[config.mk]
export PLATFORM = sky130hd
export DESIGN_NAME = ieeedrv_rom_arbiter
export DESIGN_NICKNAME = d
export VERILOG_FILES = /design/src/rtl/ieeedrv_rom_arbiter.sv
export SDC_FILE = /design/constraint.sdc
export NUM_CORES = 1
export LEC_CHECK = 0
export BUFFER_PORTS_ARGS = -buffer_cell sky130_fd_sc_hd__buf_4
export CORE_UTILIZATION = 42
export CTS_CLUSTER_SIZE = 14
export DETAILED_ROUTE_END_ITERATION = 6
export MAX_ROUTING_LAYER = met4
export PLACE_DENSITY = 0.75
export SYNTH_ARGS = -nofsm -noshare
export SYNTH_HDL_FRONTEND = slang
export SYNTH_SLANG_ARGS = --single-unit
[constraint.sdc]
create_clock -name clk -period 1.4 [get_ports clk]
set_input_delay 0.35 -clock clk [delete_from_list [all_inputs] [get_ports clk]]
set_output_delay 0.35 -clock clk [all_outputs]
set_load 0.01 [all_outputs]
[src/rtl/ieeedrv_rom_arbiter.sv]
// Shares one synchronous drive ROM among NDR drive channels: each ph2 sweeps the
// requesting channels in index order and steers fixed-latency read data back.
module ieeedrv_rom_arbiter #(
  parameter int unsigned NDR = 4,
  parameter int unsigned AW  = 14,
  parameter int unsigned DW  = 8,
  parameter int unsigned LAT = 3
) (
  input  logic              clk,
  input  logic              reset_n,
  input  logic              ph2,
  input  logic [NDR-1:0]    drv_req,
  input  logic [NDR*AW-1:0] drv_addr,
  output logic [AW-1:0]     rom_addr,
  output logic              rom_rd,
  input  logic [DW-1:0]     rom_q,
  output logic [NDR*DW-1:0] drv_data,
  output logic [NDR-1:0]    drv_valid,
  output logic              busy,
  output logic              done,
  output logic              overrun
);
  localparam int unsigned IW = (NDR > 1) ? $clog2(NDR) : 1;

  typedef enum logic [1:0] {
    S_IDLE  = 2'd0,
    S_ISSUE = 2'd1,
    S_DRAIN = 2'd2
  } state_e;

  state_e                 state_q, state_d;
  logic [NDR-1:0]         pend_q, pend_d;
  logic [LAT-1:0]         pvld_q, pvld_d;
  logic [LAT-1:0][IW-1:0] pidx_q, pidx_d;
  logic [AW-1:0]          addr_q, addr_d;
  logic                   rd_q, rd_d;
  logic [NDR*DW-1:0]      data_q, data_d;
  logic [NDR-1:0]         valid_q, valid_d;
  logic                   busy_q, busy_d;
  logic                   done_q, done_d;
  logic                   ovr_q, ovr_d;

  logic                   hit;
  logic [IW-1:0]          pick;
  logic [AW-1:0]          pick_addr;
  logic                   fin;

  // Lowest pending channel wins the next ROM slot.
  always_comb begin
    hit       = 1'b0;
    pick      = '0;
    pick_addr = '0;
    for (int i = int'(NDR) - 1; i >= 0; i--) begin
      if (pend_q[i]) begin
        hit       = 1'b1;
        pick      = IW'(i);
        pick_addr = drv_addr[i*AW +: AW];
      end
    end
  end

  always_comb begin
    state_d = state_q;
    pend_d  = pend_q;
    addr_d  = addr_q;
    rd_d    = 1'b0;
    data_d  = data_q;
    valid_d = '0;
    done_d  = 1'b0;
    ovr_d   = 1'b0;
    pvld_d  = '0;
    pidx_d  = '0;
    fin     = (state_q == S_DRAIN) && (pvld_q == '0);

    // Index pipeline shifts every cycle; its oldest stage meets rom_q.
    for (int s = int'(LAT) - 1; s > 0; s--) begin
      pvld_d[s] = pvld_q[s-1];
      pidx_d[s] = pidx_q[s-1];
    end
    for (int c = 0; c < int'(NDR); c++) begin
      if (pvld_q[LAT-1] && (pidx_q[LAT-1] == IW'(c))) begin
        valid_d[c]         = 1'b1;
        data_d[c*DW +: DW] = rom_q;
      end
    end

    case (state_q)
      S_ISSUE: begin
        if (hit) begin
          addr_d    = pick_addr;
          rd_d      = 1'b1;
          pend_d    = pend_q & (pend_q - NDR'(1));
          pvld_d[0] = 1'b1;
          pidx_d[0] = pick;
        end
        if (pend_d == '0) begin
          state_d = S_DRAIN;
        end
      end
      S_DRAIN: begin
        if (fin) begin
          state_d = S_IDLE;
          done_d  = 1'b1;
        end
      end
      S_IDLE:  ;
      default: state_d = S_IDLE;
    endcase

    // A start always restarts the sweep; it only counts as overrun if the old
    // sweep was not finishing on this very edge.
    if (ph2) begin
      ovr_d   = busy_q && !fin;
      pend_d  = drv_req;
      state_d = S_ISSUE;
      done_d  = 1'b0;
    end
    busy_d = (state_q != S_IDLE) && (state_d != S_IDLE);
  end

  always_ff @(posedge clk or negedge reset_n) begin
    if (!reset_n) begin
      state_q <= S_IDLE;
      pend_q  <= '0;
      pvld_q  <= '0;
      pidx_q  <= '0;
      addr_q  <= '0;
      rd_q    <= 1'b0;
      data_q  <= '0;
      valid_q <= '0;
      busy_q  <= 1'b0;
      done_q  <= 1'b0;
      ovr_q   <= 1'b0;
    end else begin
      state_q <= state_d;
      pend_q  <= pend_d;
      pvld_q  <= pvld_d;
      pidx_q  <= pidx_d;
      addr_q  <= addr_d;
      rd_q    <= rd_d;
      data_q  <= data_d;
      valid_q <= valid_d;
      busy_q  <= busy_d;
      done_q  <= done_d;
      ovr_q   <= ovr_d;
    end
  end

  assign rom_addr  = addr_q;
  assign rom_rd    = rd_q;
  assign drv_data  = data_q;
  assign drv_valid = valid_q;
  assign busy      = busy_q;
  assign done      = done_q;
  assign overrun   = ovr_q;

endmodule
==> results.sh, run 1 <==
export IMPL_antenna_found_initial=0
export IMPL_syn_area_per_cell_um2=12.9
export IMPL_postCtsSetupBuffers=0
export IMPL_pin_count=125
export IMPL_final_core_util_pct=66.8
export IMPL_path_buf_inv=1
export IMPL_cpMaxStageDelayCell="dfrtp_2"
export IMPL_synthDistinctLibCells=28
export IMPL_synth_edf_count=0
export IMPL_p_leak_nw=2.03
export IMPL_routabilityCongestion=0.762
export IMPL_p_per_area_nw_per_um2=1750
export IMPL_crit_family="flip-flops"
export IMPL_maxSlewViolCount=0
export IMPL_vias_per_cell=5.33
export IMPL_worstMarginPinSlew_ns=0.369
export IMPL_grt_max_degree=27
export IMPL_hold_viol=0
export IMPL_ys_seq_area_share_pct=60.8
export IMPL_setup_tns_ns=0
export IMPL_die_w_um=83.7
export IMPL_cts_buffer_depth=2
export IMPL_yosysTopAreaCell="dfrtp_1"
export IMPL_cp_arrival_ns=1.59
export IMPL_die_area_um2=7000
export IMPL_whs_path_depth=3
export IMPL_cts_root_buf="clkbuf_8"
export IMPL_timing_reg2reg_setup_slack_ns=0.02
export IMPL_hold_end="pend_q[0]"
export IMPL_period_share_pct=98.7
export IMPL_diodes=0
export IMPL_drc=0
export IMPL_grt_ovfl_total=0
export IMPL_initial_core_util_pct=43.8
export IMPL_track_usage_pct=22.2
export IMPL_critPathRequiredTime_ns=1.61
export IMPL_syn_nets=288
export IMPL_cts_sinks=68
export IMPL_htree_levels=3
export IMPL_yosys_top_cells_area="dfrtp_1 (61%), mux2_2 (13%), a221oi_1 (4.4%)"
export IMPL_drive_gt1_share_pct=57.5
export IMPL_setup_viol=0
export IMPL_path_cells="or2_0 -> buf_6 -> a221oi_1 -> o31ai_1"
export IMPL_finalPower_mw=7.44
export IMPL_hold_start="drv_req[0]"
export IMPL_ys_ff_latch=68
export IMPL_critPathKind="reg -> reg"
export IMPL_antenna_left=0
export IMPL_endpoint_kind="register"
export IMPL_r2r_start="pend_q[1]"
export IMPL_period_needed_ns=1.38
export IMPL_rows=29
export IMPL_drt_iter0_drc=36
export IMPL_vias=2356
export IMPL_die_y_um=83.7
export IMPL_routed_wl_mm=7.14
export IMPL_cts_made_buffers=9
export IMPL_core_um2=6390
export IMPL_cp_start_kind="register"
export IMPL_r2r_end="rom_addr[6]"
export IMPL_outcome="completed"
export IMPL_instances_no_fill=442
export IMPL_clkTransAtPathRegs_ns=0.07
export IMPL_crit_cells=4
export IMPL_grt_pass1_wl_mm=11.7
export IMPL_cts_tree="built"
export IMPL_syn_inst=217
export IMPL_slew_headroom_pct=75.4
export IMPL_max_cap_violations=0
export IMPL_ff2ff_path_depth=4
export IMPL_clock_latency_ns=0.33
export IMPL_clock_fmax_ghz=0.724
export IMPL_num_fill_cells=494
export IMPL_dp_cells=425
export IMPL_synthesis_area_um2=2800
export IMPL_synth_top_area_share_pct=60.8
export IMPL_yosysWarningCount=0
export IMPL_grt_pass1_vias=2453
export IMPL_drt_wirelength_per_cell_um=16.2
export IMPL_dp_hpwl_mm=5.31
export IMPL_layout_nets=431
export IMPL_hold_class="in -> reg"
export IMPL_worst_path_max_fanout=17
export IMPL_slowest_delay_ns=0.44
export IMPL_syn_to_final_growth_pct=52.2
export IMPL_synth_flop_cell="dfrtp_1"
export IMPL_port_buffers=124
export IMPL_vdd_drop_max_v=0.00136
export IMPL_synth_async_reset_ratio_pct=100
export IMPL_skew_ns=0.00731
export IMPL_drtPass1Iterations=4
## power by group
part / internal [mW] / switching, mW
sequential: 2.63 / 0.381
clock: 1.01 / 0.760
combinational: 1.53 / 1.13
## cell usage after synthesis, types with 2 or more instances
| cell type | n |
|---|---|
| dfrtp_1 | 68 |
| mux2_2 | 32 |
| o21ai_0 | 20 |
| o31ai_1 | 15 |
| a221oi_1 | 14 |
| o22ai_1 | 13 |
| buf_2 | 8 |
| clkbuf_1 | 6 |
| inv_1 | 6 |
| nand2_1 | 6 |
| nor2_1 | 5 |
| nand3b_1 | 3 |
| nor3_1 | 3 |
| a211oi_1 | 2 |
| nand2b_1 | 2 |
| nor3b_1 | 2 |
## registers in the layout (all words and copies together), names as in the netlist
name	flops
overrun	1
state_q	2
busy	1
drv_valid	4
pvld_q	3
pidx_q	2
pidx_d	4
pend_q	4
drv_data	32
done	1
rom_addr	14
## stage by stage
| step | area (um2) | hold WS (ns) | setup WS (ns) |
|---|---|---|---|
| after floorplan | 2820 | 0.0544 | 0.0137 |
| after global placement | 3970 | 0.289 | 0.00584 |
| after detailed placement | 3970 | 0.293 | -0.0593 |
| after CTS | 4210 | 0.208 | 0.0183 |
| after global routing | 4260 | 0.243 | -0.0532 |
| final | 4260 | 0.229 | 0.0189 |
## cell type report
type	count	area, um2	area share, %
flip-flops and latches	68	1700	40.0
clock inverters	7	100	2.35
clock buffers	9	124	2.91
inverters	6	22.5	0.528
multi-input cells	128	1050	24.7
repair buffers	147	1160	27.3
well taps	77	96.3	2.26
## repair_timing
item,in CTS,in global routing
endpoints found under the hold margin,24,0
hold buffers,1,0
pin swaps,0,0
cloned,0,0
gates resized for setup,1,13
endpoints found under the setup margin,1,15
## cells by family after synthesis
group / synth area share [%]
flops: 60.8
buf+inv: 3.44
mux: 12.9
compound gates: 16.7
simple gates: 6.26
## cells in the final DEF, fill, tap and decap left out, types with 2 or more instances in the layout
cell type | netlist | final
nor3_1 | 3 | 3
a221oi_1 | 14 | 11
a221oi_2 | 0 | 3
o21ai_0 | 20 | 20
buf_12 | 0 | 4
o31ai_2 | 0 | 3
o31ai_1 | 15 | 12
buf_4 | 0 | 140
dfrtp_1 | 68 | 66
nor2_1 | 5 | 5
nor3b_1 | 2 | 2
mux2_2 | 32 | 32
bufinv_16 | 0 | 2
clkinvlp_4 | 0 | 3
dfrtp_2 | 0 | 2
o22ai_1 | 13 | 12
nand2_1 | 6 | 6
inv_1 | 6 | 5
buf_6 | 1 | 2
clkbuf_8 | 0 | 9
a211oi_1 | 2 | 2
nand3b_1 | 3 | 3
## routing by layer
metal | vias up | part of all wire, % | track usage (%)
li1 | 1110 | - | -
met1 | 1125 | 41 | 25.9
met2 | 111 | 50 | 37.3
met3 | 10 | 6.4 | 4.85
met4 | 0 | 1.6 | 9.24
met5 | - | 0 | -
## worst max path at each step
stage / from / endpoint / slack, ns
after floorplan: pend_q[0] / rom_addr[4] / 0.01
after global placement: pend_q[1] / rom_addr[12] / 0.006
after detailed placement: pend_q[1] / rom_addr[12] / -0.06
after CTS: pend_q[0] / rom_addr[6] / 0.02
after global routing: pend_q[1] / rom_addr[6] / -0.05
final: pend_q[1] / rom_addr[6] / 0.02
## worst reg2reg max path: cells and delay by family, from the launching register on
kind | cells | cell delay (ns)
AND/OR/NAND/NOR | 1 | 0.25
buffers and inverters | 1 | 0.17
flip-flops | 1 | 0.44
AO/OA/AOI/OAI | 2 | 0.41
Note: power is estimated with default switching activity, not from simulation.
==> run 2: changes to the inputs <==
REMOVE_ABC_BUFFERS = 1   (was not set)
==> run 2 against run 1 <==
  * The flow now finishes with violations (negative hold slack)
  * Flip-flop and latch count is the same
  * First-iteration DRC count grew 120%
  * Sequential power is essentially flat
  * Cell count is the same
  * Clock power shrank 6%
  * Utilization shrank 0.76 points
  * Worst hold slack lost 0.23 ns
  * Global-route usage shrank 0.26 points
  * Largest cell class unchanged
==> results.sh, run 2 (synthesized netlist as in run 1, its figures left out) <==
export IMPL_outcome="finished with violations"
export IMPL_violations="negative hold slack"
export IMPL_cts_sinks=68
export IMPL_grt_pass1_vias=2433
export IMPL_period_share_pct=99.6
export IMPL_maxSlewViolCount=0
export IMPL_die_y_um=83.7
export IMPL_p_leak_nw=2.02
export IMPL_pre_cts_ws_ns=-0.00855
export IMPL_path_cells="or2_1 -> buf_4 -> a221oi_1 -> o31ai_1"
export IMPL_antenna_found_initial=0
export IMPL_clock_fmax_ghz=0.717
export IMPL_vias=2395
export IMPL_critPathRequiredTime_ns=1.61
export IMPL_rows=29
export IMPL_cts_resized_gates=2
export IMPL_largest_register_ff_count=32
export IMPL_r2r_start="pend_q[0]"
export IMPL_worst_path_max_fanout=9
export IMPL_cts_made_buffers=9
export IMPL_pin_count=125
export IMPL_fin_ws_ns=0.00549
export IMPL_r2r_end="rom_addr[4]"
export IMPL_layout_nets=431
export IMPL_routed_wl_mm=7.05
export IMPL_slew_headroom_pct=76.4
export IMPL_max_cap_violations=0
export IMPL_vias_per_cell=5.42
export IMPL_die_w_um=83.7
export IMPL_cts_buffer_depth=2
export IMPL_antenna_left=0
export IMPL_wl_met1_mm=2.91
export IMPL_cp_start_kind="register"
export IMPL_ff2ff_path_depth=4
export IMPL_drc=0
export IMPL_finalPower_mw=7.29
export IMPL_drive_gt1_share_pct=55.9
export IMPL_rsz0062_at_grt="true"
export IMPL_clkTransAtPathRegs_ns=0.07
export IMPL_slowest_delay_ns=0.45
export IMPL_top_layer_used="met4"
export IMPL_final_cell_mix="buf_4 (142), dfrtp_1 (67), mux2_2 (32)"
export IMPL_drt_iter0_drc=79
export IMPL_critPathKind="reg -> reg"
export IMPL_die_area_um2=7000
export IMPL_track_usage_pct=22.0
export IMPL_drt_wirelength_per_cell_um=15.9
export IMPL_cts_hold_buf=0
export IMPL_wl_met2_mm=3.38
export IMPL_drtPass1Iterations=4
export IMPL_grt_pass1_wl_mm=11.6
export IMPL_period_needed_ns=1.39
export IMPL_stdcell_area_um2=4210
export IMPL_clock_latency_ns=0.33
export IMPL_fin_hold_ws_ns=-0.00420
export IMPL_hold_viol=1
export IMPL_cpMaxStageDelayCell="dfrtp_2"
export IMPL_hold_class="in -> async"
export IMPL_cts_tree="built"
export IMPL_grt_ovfl_total=0
export IMPL_setup_viol=0
export IMPL_port_buffers=124
export IMPL_initial_core_util_pct=43.8
export IMPL_syn_to_final_growth_pct=50.5
export IMPL_final_common_cell="buf_4"
export IMPL_final_core_util_pct=66.0
export IMPL_htree_levels=3
export IMPL_wl_met3_um=597
export IMPL_grt_max_degree=69
export IMPL_vdd_drop_max_v=0.00119
export IMPL_skew_ns=0.00485
export IMPL_timing_reg2reg_setup_slack_ns=0.005
export IMPL_dpl_instance_area_um2=3980
export IMPL_postCtsSetupBuffers=0
export IMPL_dp_hpwl_mm=5.23
export IMPL_diodes=0
export IMPL_p_per_area_nw_per_um2=1730
export IMPL_cp_arrival_ns=1.61
export IMPL_worstMarginPinSlew_ns=0.354
export IMPL_cts_root_buf="clkbuf_8"
export IMPL_routabilityCongestion=0.778
export IMPL_core_um2=6390
export IMPL_endpoint_kind="register"
## run 2: cell count changes in the layout (fill, tap and decap cells not counted), moves of 2 or more
cell	before	now
clkbuf_8	9	11
o31ai_1	12	15
o31ai_2	3	0
buf_4	140	142
clkinvlp_4	3	1
## run 2: area by class of cell
cell class	instances	area, um2
well taps	77	96.3
flip-flops and latches	68	1700
clock inverters	5	60.1
multi-input cells	128	1020
clock buffers	11	151
inverters	6	22.5
fillers	501	2170
repair buffers	147	1160
## run 2: through the flow
step / std cells / setup TNS (ns)
global route: 442 / -0.131
CTS: 442 / 0
floorplan: 202 / -6.81
detailed placement: 426 / -0.0148
finish: 442 / 0
global placement: 426 / 0
## run 2: worst max-delay path by stage
stage               startpoint           end  depth (start not counted)
floorplan            pend_q[2]  rom_addr[11]                          3
global placement     pend_q[0]  rom_addr[11]                          4
detailed placement   pend_q[0]   rom_addr[6]                          4
CTS                  pend_q[0]   rom_addr[6]                          4
global route         pend_q[0]   rom_addr[6]                          4
finish               pend_q[0]   rom_addr[4]                          4
## run 2: worst max-delay path, delay by kind of cell (launching register included)
kind	cells	cell delay [ns]
buffers and inverters	1	0.19
AND/OR/NAND/NOR	1	0.28
AO/OA/AOI/OAI	2	0.35
flip-flops	1	0.45
## run 2: routing by layer
layer	global-route usage, %	up-vias
li1	-	1106
met1	26.1	1153
met2	34.7	120
met3	6.82	16
met4	9.24	0
met5	-	-
## run 2: power breakdown
part	internal, mW	switching [mW]	total, mW
clock network	0.922	0.735	1.66
registers	2.63	0.363	3.00
logic	1.52	1.12	2.64
==> run 3: changes to the inputs <==
CORE_UTILIZATION = 45   (was 42)
GPL_TIMING_DRIVEN = 0   (was not set)
PLACE_DENSITY = 0.77   (was 0.75)
clock period = 1.35 ns   (was 1.4 ns; I/O delays follow)
==> run 3 against run 2 <==
  * The flow finishes with violations (negative setup slack)
  * Cell area decreased by 1.4%
  * Non-clock buffer count decreased by 14
  * Register-to-register slack got worse by 0.08 ns
  * Global-route usage is 3.5 points higher
  * Clock power barely moved
  * Worst setup slack got worse by 0.077 ns
  * Critical path type unchanged
  * Largest cell class unchanged
  * Largest power group unchanged
  * Highest routed layer unchanged
==> results.sh, run 3 (synthesized netlist as in run 1, its figures left out) <==
export IMPL_outcome="finished with violations"
export IMPL_violations="negative setup slack"
export IMPL_die_w_um=80.9
export IMPL_drc=0
export IMPL_setup_viol=15
export IMPL_skew_ns=0.00963
export IMPL_ff_latch_area_um2=1710
export IMPL_clkTransAtPathRegs_ns=0.07
export IMPL_pre_cts_ws_ns=-0.956
export IMPL_max_cap_violations=0
export IMPL_slowest_delay_ns=0.52
export IMPL_hold_viol=0
export IMPL_cp_arrival_ns=1.63
export IMPL_slew_headroom_pct=42.9
export IMPL_vias_per_cell=5.57
export IMPL_antenna_left=0
export IMPL_grt_max_degree=69
export IMPL_num_fill_cells=453
export IMPL_vdd_drop_max_v=0.000999
export IMPL_final_common_cell="buf_4"
export IMPL_period_share_pct=105
export IMPL_drt_iter0_drc=120
export IMPL_hold_class="in -> async"
export IMPL_grt_pass1_vias=2514
export IMPL_track_usage_pct=25.5
export IMPL_endpoint_kind="register"
export IMPL_die_y_um=80.9
export IMPL_cts_buffer_depth=2
export IMPL_drive_gt1_share_pct=57.7
export IMPL_die_area_um2=6540
export IMPL_multiInputGateArea_um2=1100
export IMPL_cpMaxStageDelayCell="dfrtp_4"
export IMPL_p_per_area_nw_per_um2=1830
export IMPL_p_leak_nw=1.97
export IMPL_rsz0062_at_grt="true"
export IMPL_grt_pass1_wl_mm=11.9
export IMPL_core_um2=5960
export IMPL_worst_path_max_fanout=8
export IMPL_drtPass1Iterations=4
export IMPL_htree_levels=3
export IMPL_clock_latency_ns=0.33
export IMPL_cts_tree="built"
export IMPL_grt_ovfl_total=0
export IMPL_final_core_util_pct=69.7
export IMPL_initial_core_util_pct=47.0
export IMPL_diodes=0
export IMPL_cp_start_kind="register"
export IMPL_finalPower_mw=7.62
export IMPL_routed_wl_mm=7.68
export IMPL_vias=2397
export IMPL_antenna_found_initial=0
export IMPL_layout_nets=421
export IMPL_clock_fmax_ghz=0.704
export IMPL_cts_made_buffers=9
export IMPL_dp_hpwl_mm=4.95
export IMPL_dp_cells=401
export IMPL_pin_count=125
export IMPL_instances_no_fill=430
export IMPL_critPathRequiredTime_ns=1.56
export IMPL_cts_root_buf="clkbuf_8"
export IMPL_path_cells="nor4_4 -> or2_4 -> o31ai_1"
export IMPL_syn_to_final_growth_pct=48.3
export IMPL_maxSlewViolCount=0
export IMPL_worstMarginPinSlew_ns=0.856
export IMPL_largest_register_ff_count=32
export IMPL_fin_ws_ns=-0.0711
export IMPL_period_needed_ns=1.42
export IMPL_cts_sinks=68
export IMPL_rows=28
export IMPL_critPathKind="reg -> reg"
export IMPL_drt_wirelength_per_cell_um=17.9
export IMPL_port_buffers=124
export IMPL_routabilityCongestion=0.789
export IMPL_final_cell_mix="buf_4 (131), dfrtp_1 (62), mux2_2 (29)"
export IMPL_setup_tns_ns=-0.757
## run 3: cell types whose count changed in the layout (fill, tap and decap cells not counted), moves of 3 or more
cell / change
o21ai_1: +8
buf_4: -11
buf_12: -3
or2_4: +3
mux2_4: +3
o21ai_0: -8
dfrtp_2: +4
dfrtp_1: -5
mux2_2: -3
## run 3: critical path: cells and delay by family (launching register included)
| family | cells | cell delay (ns) |
|---|---|---|
| AND/OR/NAND/NOR | 2 | 0.66 |
| AO/OA/AOI/OAI | 1 | 0.11 |
| flip-flops | 1 | 0.52 |
## run 3: path summary, 6_finish.rpt
kind                       slack [ns]  depth (start not counted)  startpoint     endpoint
setup / recovery                -0.07                          3   pend_q[2]  rom_addr[2]
min in group clk                 0.21                          3  drv_req[3]    pend_q[3]
hold reg to reg                  0.34                          0   pidx_d[3]    pidx_d[5]
max in group asynchronous        0.60                          1     reset_n    pend_q[2]
hold / removal                   0.12                          1     reset_n  drv_data[4]
setup reg to reg                -0.07                          3   pend_q[2]  rom_addr[2]
## run 3: where the power goes
| part | switching, mW | total [mW] | internal, mW |
|---|---|---|---|
| sequential | 0.444 | 3.18 | 2.74 |
| clock | 0.732 | 1.68 | 0.949 |
| combinational | 1.18 | 2.76 | 1.58 |
## run 3: area by class of cell
| type | count | area share (%) |
|---|---|---|
| Multi-Input combinational cell | 132 | 26.6 |
| Inverter | 6 | 0.633 |
| Timing Repair Buffer | 133 | 24.4 |
| Clock buffer | 12 | 3.73 |
| Tap cell | 75 | 2.26 |
| Clock inverter | 4 | 1.14 |
| Sequential cell | 68 | 41.2 |
## run 3: per-stage QoR
stage | hold WS [ns] | cell area (um2)
floorplan | 0.0419 | 2730
global placement | 0.333 | 3750
detailed placement | 0.336 | 3750
CTS | 0.132 | 4100
global route | 0.179 | 4150
finish | 0.123 | 4150
## run 3: repair_timing
item                                    in CTS  in global routing
resized for setup                           23                 18
endpoints found under the hold margin        0                  0
setup buffers                                6                  2
pin swaps                                    5                  8
endpoints found under the setup margin      49                 25
gates cloned                                 3                  2
hold buffers                                 0                  0
## run 3: layer usage
metal,vias to the layer above,wire (um),GRT usage (%)
li1,1089,-,-
met1,1178,3250,30.4
met2,126,3870,41.9
met3,4,510,4.72
met4,0,48,11.8
met5,-,0,-
